### src/rtl/nbody_pkg.sv
// Shared constants and the run-state encoding for the n-body timestep scheduler.
package nbody_pkg;
    localparam int BODIES      = 512;
    localparam int IDX_W       = $clog2(BODIES);
    localparam int ACC_LAT_DEF = 123;
    localparam int ADD_LAT_DEF = 20;

    typedef enum logic [2:0] {
        S_IDLE,
        S_ACCEL,
        S_ACC_DRAIN,
        S_POS,
        S_POS_DRAIN,
        S_DONE
    } state_t;
endpackage

### src/rtl/nbody_step_sched_tag_delay.sv
// Fixed-depth shift line carrying a valid bit plus a tag; clr drops every in-flight valid.
module tag_delay #(
    parameter int STAGES = 1,
    parameter int DATA_W = 1
) (
    input  logic              clk,
    input  logic              rst,
    input  logic              clr,
    input  logic              in_vld,
    input  logic [DATA_W-1:0] in_data,
    output logic              out_vld,
    output logic [DATA_W-1:0] out_data,
    output logic              pend
);
    logic [STAGES-1:0] vld_p;
    logic [DATA_W-1:0] data_p [STAGES];

    always_ff @(posedge clk or posedge rst) begin
        if (rst) begin
            vld_p <= '0;
            for (int k = 0; k < STAGES; k++) data_p[k] <= '0;
        end else begin
            vld_p[0]  <= in_vld & ~clr;
            data_p[0] <= in_data;
            for (int k = 1; k < STAGES; k++) begin
                vld_p[k]  <= vld_p[k-1] & ~clr;
                data_p[k] <= data_p[k-1];
            end
        end
    end

    assign out_vld  = vld_p[STAGES-1];
    assign out_data = data_p[STAGES-1];

    // pend covers entries still in flight, excluding the one being presented
    generate
        if (STAGES > 1) begin : g_pend
            assign pend = |vld_p[STAGES-2:0];
        end else begin : g_nopend
            assign pend = 1'b0;
        end
    endgenerate
endmodule

### src/rtl/nbody_step_sched.sv
// Sequences all-pairs acceleration issue and position write-back for S timesteps over N bodies.
module nbody_step_sched
    import nbody_pkg::*;
#(
    parameter int BODIES  = nbody_pkg::BODIES,
    parameter int IDX_W   = $clog2(BODIES),
    parameter int ACC_LAT = nbody_pkg::ACC_LAT_DEF,
    parameter int ADD_LAT = nbody_pkg::ADD_LAT_DEF
) (
    input  logic             clk,
    input  logic             rst,
    input  logic             start,
    input  logic             abort,
    input  logic             done_ack,
    input  logic [IDX_W:0]   num_bodies,
    input  logic [15:0]      num_steps,
    output logic             busy,
    output logic             done,
    output logic             pair_valid,
    output logic [IDX_W-1:0] pair_i,
    output logic [IDX_W-1:0] pair_j,
    output logic             acc_valid,
    output logic [IDX_W-1:0] acc_i,
    output logic             acc_last,
    output logic             pos_rd_valid,
    output logic [IDX_W-1:0] pos_rd_addr,
    output logic             pos_wr_valid,
    output logic [IDX_W-1:0] pos_wr_addr,
    output logic             first_step,
    output logic [15:0]      step_cnt
);
    state_t         state, state_nxt;
    logic [IDX_W:0] n_lat;
    logic [15:0]    s_lat;
    logic           clr;
    logic           acc_pend, acc_any, wr_pend, wr_final;
    logic [IDX_W:0] acc_tag;
    logic [IDX_W:0] n_m1, pi_x, pj_x, j_final_x, j_inc_x, j_nxt_x, n_next;
    logic           pair_last, pair_final, pos_last, run_empty, start_ok;

    // Pair-walk arithmetic runs one bit wider so N == BODIES compares cleanly
    assign n_m1       = n_lat - 1'b1;
    assign pi_x       = {1'b0, pair_i};
    assign pj_x       = {1'b0, pair_j};
    assign j_final_x  = (pi_x == n_m1) ? n_m1 - 1'b1 : n_m1;
    assign pair_last  = (pj_x == j_final_x);
    assign pair_final = pair_last && (pi_x == n_m1);
    assign j_inc_x    = pj_x + 1'b1;
    assign j_nxt_x    = (j_inc_x == pi_x) ? j_inc_x + 1'b1 : j_inc_x;
    assign pos_last   = ({1'b0, pos_rd_addr} == n_m1);
    assign run_empty  = (num_bodies == '0) || (num_steps == '0);
    assign start_ok   = start && (state == S_IDLE);
    assign n_next     = (state == S_IDLE) ? num_bodies : n_lat;
    assign acc_any    = acc_pend | acc_valid;
    assign wr_final   = pos_wr_valid && !wr_pend;

    always_ff @(posedge clk or posedge rst) begin
        if (rst) state <= S_IDLE;
        else     state <= state_nxt;
    end

    always_comb begin
        state_nxt    = state;
        clr          = 1'b0;
        busy         = (state != S_IDLE);
        pair_valid   = (state == S_ACCEL) && (n_lat > (IDX_W+1)'(1));
        pos_rd_valid = (state == S_POS);
        case (state)
            S_IDLE:      if (start) state_nxt = run_empty ? S_DONE : S_ACCEL;
            S_ACCEL:     if (!pair_valid || pair_final) state_nxt = S_ACC_DRAIN;
            S_ACC_DRAIN: if (!acc_any) state_nxt = S_POS;
            S_POS:       if (pos_last) state_nxt = S_POS_DRAIN;
            S_POS_DRAIN: if (wr_final) state_nxt = (step_cnt + 16'd1 == s_lat) ? S_DONE : S_ACCEL;
            S_DONE:      state_nxt = S_IDLE;
            default:     state_nxt = S_IDLE;
        endcase
        if (abort && state != S_IDLE) begin
            state_nxt = S_IDLE;
            clr       = 1'b1;
        end
    end

    always_ff @(posedge clk or posedge rst) begin
        if (rst) begin
            n_lat       <= '0;
            s_lat       <= '0;
            step_cnt    <= '0;
            first_step  <= 1'b0;
            done        <= 1'b0;
            pair_i      <= '0;
            pair_j      <= '0;
            pos_rd_addr <= '0;
        end else begin
            if (start_ok) begin
                n_lat      <= num_bodies;
                s_lat      <= num_steps;
                step_cnt   <= '0;
                first_step <= !run_empty;
            end
            if (state_nxt == S_DONE && state != S_DONE) done <= 1'b1;
            else if (done_ack || start_ok)               done <= 1'b0;
            // First pair of each step is (0,1); a lone body parks j at 0
            if (state_nxt == S_ACCEL && state != S_ACCEL) begin
                pair_i <= '0;
                pair_j <= (n_next > (IDX_W+1)'(1)) ? IDX_W'(1) : '0;
            end else if (pair_valid && !pair_final) begin
                if (pair_last) begin
                    pair_i <= pair_i + IDX_W'(1);
                    pair_j <= '0;
                end else begin
                    pair_j <= j_nxt_x[IDX_W-1:0];
                end
            end
            if (state_nxt == S_POS && state != S_POS) pos_rd_addr <= '0;
            else if (pos_rd_valid && !pos_last)       pos_rd_addr <= pos_rd_addr + IDX_W'(1);
            if (state == S_POS_DRAIN && wr_final && !clr) begin
                step_cnt   <= step_cnt + 16'd1;
                first_step <= 1'b0;
            end
            if (clr) first_step <= 1'b0;
        end
    end

    tag_delay #(.STAGES(ACC_LAT), .DATA_W(IDX_W + 1)) u_acc_line (
        .clk      (clk),
        .rst      (rst),
        .clr      (clr),
        .in_vld   (pair_valid),
        .in_data  ({pair_i, pair_last}),
        .out_vld  (acc_valid),
        .out_data (acc_tag),
        .pend     (acc_pend)
    );
    assign acc_i    = acc_tag[IDX_W:1];
    assign acc_last = acc_tag[0];

    // One cycle of RAM read latency ahead of the adder
    tag_delay #(.STAGES(ADD_LAT + 1), .DATA_W(IDX_W)) u_pos_line (
        .clk      (clk),
        .rst      (rst),
        .clr      (clr),
        .in_vld   (pos_rd_valid),
        .in_data  (pos_rd_addr),
        .out_vld  (pos_wr_valid),
        .out_data (pos_wr_addr),
        .pend     (wr_pend)
    );
endmodule

### config.mk
export PLATFORM = sky130hd
export DESIGN_NAME = nbody_step_sched
export DESIGN_NICKNAME = d
export VERILOG_FILES = /design/src/rtl/nbody_pkg.sv /design/src/rtl/nbody_step_sched_tag_delay.sv /design/src/rtl/nbody_step_sched.sv
export SDC_FILE = /design/constraint.sdc
export NUM_CORES = 2
export LEC_CHECK = 0
export BUFFER_PORTS_ARGS = -buffer_cell sky130_fd_sc_hd__buf_4
export CAP_MARGIN = 20
export CORE_MARGIN = 2
export CORE_UTILIZATION = 55
export DETAILED_ROUTE_END_ITERATION = 6
export GPL_TIMING_DRIVEN = 0
export MAX_ROUTING_LAYER = met4
export PLACE_DENSITY = 0.75
export RECOVER_POWER = 25
export SYNTH_ARGS = -nofsm -noshare
export SYNTH_HDL_FRONTEND = slang
export SYNTH_SLANG_ARGS = --single-unit
### constraint.sdc
create_clock -name clk -period 134.7 [get_ports clk]
set_input_delay 26.94 -clock clk [delete_from_list [all_inputs] [get_ports clk]]
set_output_delay 26.94 -clock clk [all_outputs]
set_load 0.01 [all_outputs]
== After elaboration in Yosys (flattened, before gate mapping) ==
Cells that the tools add are included.
Storage, ports and cells
  word-level logic and storage cells: 388
  bits in registers: 1637
  input port bits: 31
  output and inout port bits: 69
Operators by class
  reduce and logical (&&, ||, !) cells: 34
  mux-type cells: 29
  order comparisons: 2
  eq/ne operators: 15
  bitwise gates (word level): 146
  $add $sub $neg: 7
Operators by type and width (count)
  $and 1x1->1: 144
  $reduce_or 122->1: 1
  $mux 9: 9
  $mux 16: 2
  $eq 9x10->1: 3
  $add 9x1->9 const B: 3
  $mux 3: 8
  $gt 10x1->1 const B: 2
  $mux 10: 2
  $reduce_or 20->1: 1
  $sub 10x1->10 const B: 2
  $add 16x1->16 const B: 1
  $eq 16x16->1: 1
  $logic_not 16->1: 1
  $pmux 3 s5: 1
  $logic_and 1x1->1: 12
  $add 9x1->10 const B: 1
  $eq 10x9->1: 1
  $logic_not 10->1: 1
  $reduce_bool 2->1: 5
  $eq 3x2->1 const B: 3
  $mux 1: 7
  $eq 3x1->1 const B: 2
  $eq 3x3->1 const B: 2
  10 further kinds: 18

== Depth between registers and ports, before layout ==
  depth in word-level cells: 13
  mapped depth: 15
  mapped depth without buffers: 12

== Modules after synthesis ==
Synthesis repeated with hierarchy kept, for this count alone.
Second synthesis, totals
  cell total of the unflattened synthesis: 2436
  area total of the unflattened synthesis: 46199.3 µm²
By module, submodules not included
  tag_delay (u_acc_line): times used 1, area each 35029.8 µm², sequential area each 33857.5 µm², cells an instance 1542
  nbody_step_sched: times used 1, area each 5659.2 µm², sequential area each 1851.8 µm², cells an instance 644
  tag_delay (u_pos_line): times used 1, area each 5510.3 µm², sequential area each 5255.0 µm², cells an instance 250

== Worst setup path after synthesis ==
Ideal clock, no wire load.
  path type: input to register
  start point: in start
  end point: reg pair_j[0]
  stages: 8
  required time: 134.574 ns
  arrival time: 28.580 ns
  slack: 105.994 ns
  setup time: 0.126 ns
  path through: and2_1 > clkbuf_1 > a21oi_1 > or2_2 > or2_0 > and2_1 > buf_6 > a221o_1
On the way
  longest elaborated chain between the ends: 6
RTL lines
  from (decl): RTL line nbody_step_sched.sv:12  | input logic start,
  $mux 3 *: RTL line nbody_step_sched.sv:69  | S_IDLE: if (start) state_nxt = run_empty ? S_DONE : S_ACCEL;
  $pmux 3 s5 *: RTL line nbody_step_sched.sv:68  | case (state)
  $mux 3 *: RTL line nbody_step_sched.sv:77  | if (abort && state != S_IDLE) begin
  $eq 3x1->1 *: RTL line nbody_step_sched.sv:103  | if (state_nxt == S_ACCEL && state != S_ACCEL) begin
  $logic_and 1x1->1 *: RTL line nbody_step_sched.sv:103
  $mux 9 / $reduce_bool 2->1 (equally long branches)
  to (signal assigned): RTL line nbody_step_sched.sv:105  | pair_j <= (n_next > (IDX_W+1)'(1)) ? IDX_W'(1) : '0;
  to (signal assigned): RTL line nbody_step_sched.sv:111  | pair_j <= j_nxt_x[IDX_W-1:0];
  to (decl): RTL line nbody_step_sched.sv:21  | output logic [IDX_W-1:0] pair_j,
Every way passes the cells marked *; elsewhere a longest branch is shown, timed or not.
A chain may end at the register's enable or synchronous reset.

== Worst setup path after layout ==
  start point: reg n_lat[4]
  end point: out pair_valid
On the way
  longest elaborated chain between the ends: 2
RTL lines
  from (decl): RTL line nbody_step_sched.sv:33  | logic [IDX_W:0] n_lat;
  from (signal assigned): RTL line nbody_step_sched.sv:95  | n_lat <= num_bodies;
  $gt 10x1->1: RTL line nbody_step_sched.sv:66  | pair_valid = (state == S_ACCEL) && (n_lat > (IDX_W+1)'(1));
  $logic_and 1x1->1: RTL line nbody_step_sched.sv:66
  to (decl): RTL line nbody_step_sched.sv:19  | output logic pair_valid,
Every way passes these cells.

==> metrics.txt <==
global-route wire length before repair=142000 um; Cells after Synth=2438; Worst Path Required=107760 ps; Seq pwr share=0.496; grt total ovfl=0; Comb pwr share=0.090; Core ar.=0.0834 sq mm; Die Y-Extent=294 um; Hold Buf Count CTS=0; Reg-to-Reg Start=n_lat[0]$_DFFE_PP0P_; Setup Fix Bufs, Post-CTS=0; LEAKAGE=27.9 nW; clk_lat worst skew=730 ps; Horiz. Die Dim=294 um; CP Class=flip-flop to output port; CTS tree=built; fmax=0.0330 GHz; Max transition margin=0.261; Worst-path clk slew=60 ps; final setup fails=0; port bufs=99; count of TritonRoute iterations in the first routing pass=5; Yosys top cell area share=0.886; Die ar.=0.0864 sq mm; Clock power frac=0.414; status=complete, no violations; DR WL/cell=23.1 um; reg2reg path depth=14; antenna violations before repair=4; Final Max Slew Viols=0; WHS Endpoint=u_acc_line.data_p[1085]$_DFF_PP0_; vias in the first global route=22789; prevailing post-synth register cell=dfrtp_1; vias per cell=5.09; TritonCTS sink count=1637; Final Cycle Share=0.225; worst reg2reg endpoint=pair_j[2]$_DFFE_PP0P_; CTS root buffer=clkbuf_16; vias post-DR=19866; initial core utilization=0.554; DPL Wire Length=45200 um; Num CTS Buffers=151; PwrDens=20.2 mW/mm^2; Syn. warnings=0; asr flop ratio synth=1.00; worst-path fanout max=10; nets@finish=2742; syn nets=2478; Synth Register Bits=1637; Placer Congestion=0.845; top-count cell post-synth=dfrtp_1; worst hold path class=flip-flop to flip-flop; area delta synth->final=16.6%; Tmin final=30280 ps; clk_skew=30.2 ps; sw frac=0.250; worst vdd rail ir drop=0.0139 mV; largest net degree at the start of global routing=155; cell accounting for the most synthesized area=dfrtp_1; library cells used by synthesis=75; EDFF count, synth=0; Antenna Nets Post-Route=0; Max Cap Viol=0; DR iter-0 viols=1317; P_sw=272 uW; setup TNS=0 ps; Final Hold Fails=0; DP Worst Slack=105090 ps; Cell Area, Synth=0.0463 sq mm; hold path depth=0; setup ws final=104420 ps; num rows=106; Post-synth top cells=1637 x dfrtp_1, 154 x and2_1, 60 x nor2_1; r2r setup slk=129530 ps; Total Wirelength=90200 um; hold_sp=u_acc_line.data_p[1095]$_DFF_PP0_; Global Route Usage Sum=0.229; share of post-route cells with drive strength above 1=0.151; Worst EP arrival=3340 ps; syn_area_per_cell=19.0 sq um; RSZ-0062 raised after global routing=false; slew of the pin with the lowest slew margin=1100 ps; Int Power=816 uW; CP Capture Type=output port; top-level port count=100; H-tree depth=4; drt drc=0; crit start category=flip-flop; sequential area share after synthesis=0.886; Area contributors post-synth=dfrtp_1 89%, and2_1 2.1%, xnor2_1 0.89%; Resized cells post-CTS=0; Clock Path Buffers=3
[critical path, cell delays in order, from the launching register on]
cell	delay (ps)
dfrtp_1	370
buf_2	200
nor2_1	510
nand4_1	270
o21ai_1	780
inv_1	250
buf_4	220
[metrics by stage]
stage	hold slack (ps)	instance area [sq um]	util	power (mW)	instances
3_3_place_gp	331	48300	0.580	0.646	3617
2_1_floorplan	331	46300	-	0.612	2438
5_1_grt	325	53900	0.647	1.13	3900
3_5_place_dp	335	48700	0.584	0.646	3629
6_report	324	54000	0.647	1.09	3901
4_1_cts	326	53900	0.647	1.10	3900
[how the worst max path moves through the flow]
stage               slack, ps                               end  depth (start not counted)            startpoint
CTS                    104360                        pair_valid                          6  n_lat[4]$_DFFE_PP0P_
floorplan               61560                  done$_DFFE_PP0P_                          1                   rst
global placement        52110              s_lat[5]$_DFFE_PP0P_                          2                   rst
detailed placement     105090  u_acc_line.data_p[180]$_DFF_PP0_                          6                   rst
global route           104250                        pair_valid                          6  n_lat[4]$_DFFE_PP0P_
finish                 104420                        pair_valid                          6  n_lat[4]$_DFFE_PP0P_
[power groups by stage]
stage	logic, mW	registers (mW)	clock network (mW)
after floorplan	0.0681	0.544	0
after global placement	0.0965	0.549	0
after detailed placement	0.0985	0.547	0
after CTS	0.0995	0.540	0.462
after global routing	0.109	0.542	0.482
final	0.0981	0.539	0.450
[metal layers]
layer | global-route usage | routed length [um] | up-vias
met5 | - | 0 | -
met4 | 0.0704 | 2160 | 0
met3 | 0.0368 | 3210 | 150
met2 | 0.383 | 47700 | 452
met1 | 0.292 | 37100 | 10771
li1 | - | - | 8493
[cells in the final DEF, fill, tap and decap left out, drive strengths merged, types with 5 or more instances in the layout]
cell type and n:
mux2 22, xor2 35, nand4 28, and2 155
nor4 49, o21ai 39, nor2 60, nand2 45
clkinv 36, or3 6, o31ai 9, nor3 19
nand2b 7, a22o 6, xnor2 47, o211ai 6
dfrtp 1637, bufinv 13, or2 8, clkinvlp 9
and3 22, inv 25, a21oi 21, buf 138
and4 5, nor4b 7, ha 9, nand3 30
mux2i 10, clkbuf 247
[final cells by class]
cell class / instances / area, sq um
diodes: 1 / 2.50
plain buffers: 66 / 333
clock buffers: 208 / 4440
clock inverters: 63 / 828
fillers: 5263 / 29500
inverters: 20 / 82.6
multi-input cells: 715 / 4880
flip-flops and latches: 1637 / 41000
well taps: 1080 / 1350
repair buffers: 111 / 1070
[registers in the layout, indices dropped and copies added, names as in the netlist, 3 cells and up]
| signal | flops |
|---|---|
| u_acc_line.out_data | 10 |
| pair_j | 9 |
| u_acc_line.vld_p | 123 |
| u_acc_line.data_p | 1220 |
| pos_rd_addr | 9 |
| u_pos_line.out_data | 9 |
| n_lat | 10 |
| u_pos_line.data_p | 180 |
| u_pos_line.vld_p | 21 |
| s_lat | 16 |
| state | 3 |
| step_cnt | 16 |
| pair_i | 9 |
[cell families (layout without fill, tap and decap cells)]
family                   after synthesis  count (layout)  share of synthesized area
other                                  0               1                          0
AND/OR/NAND/NOR                      464             464                     0.0579
multiplexers                          32              32                    0.00752
buffers and inverters                 86             468                    0.00882
flip-flops                          1637            1637                      0.886
XOR/XNOR                              86              86                     0.0175
AO/OA/AOI/OAI                        123             123                     0.0199
adder cells (fa/ha/maj)               10              10                    0.00265
No activity file was read; power rests on OpenSTA's default activity.
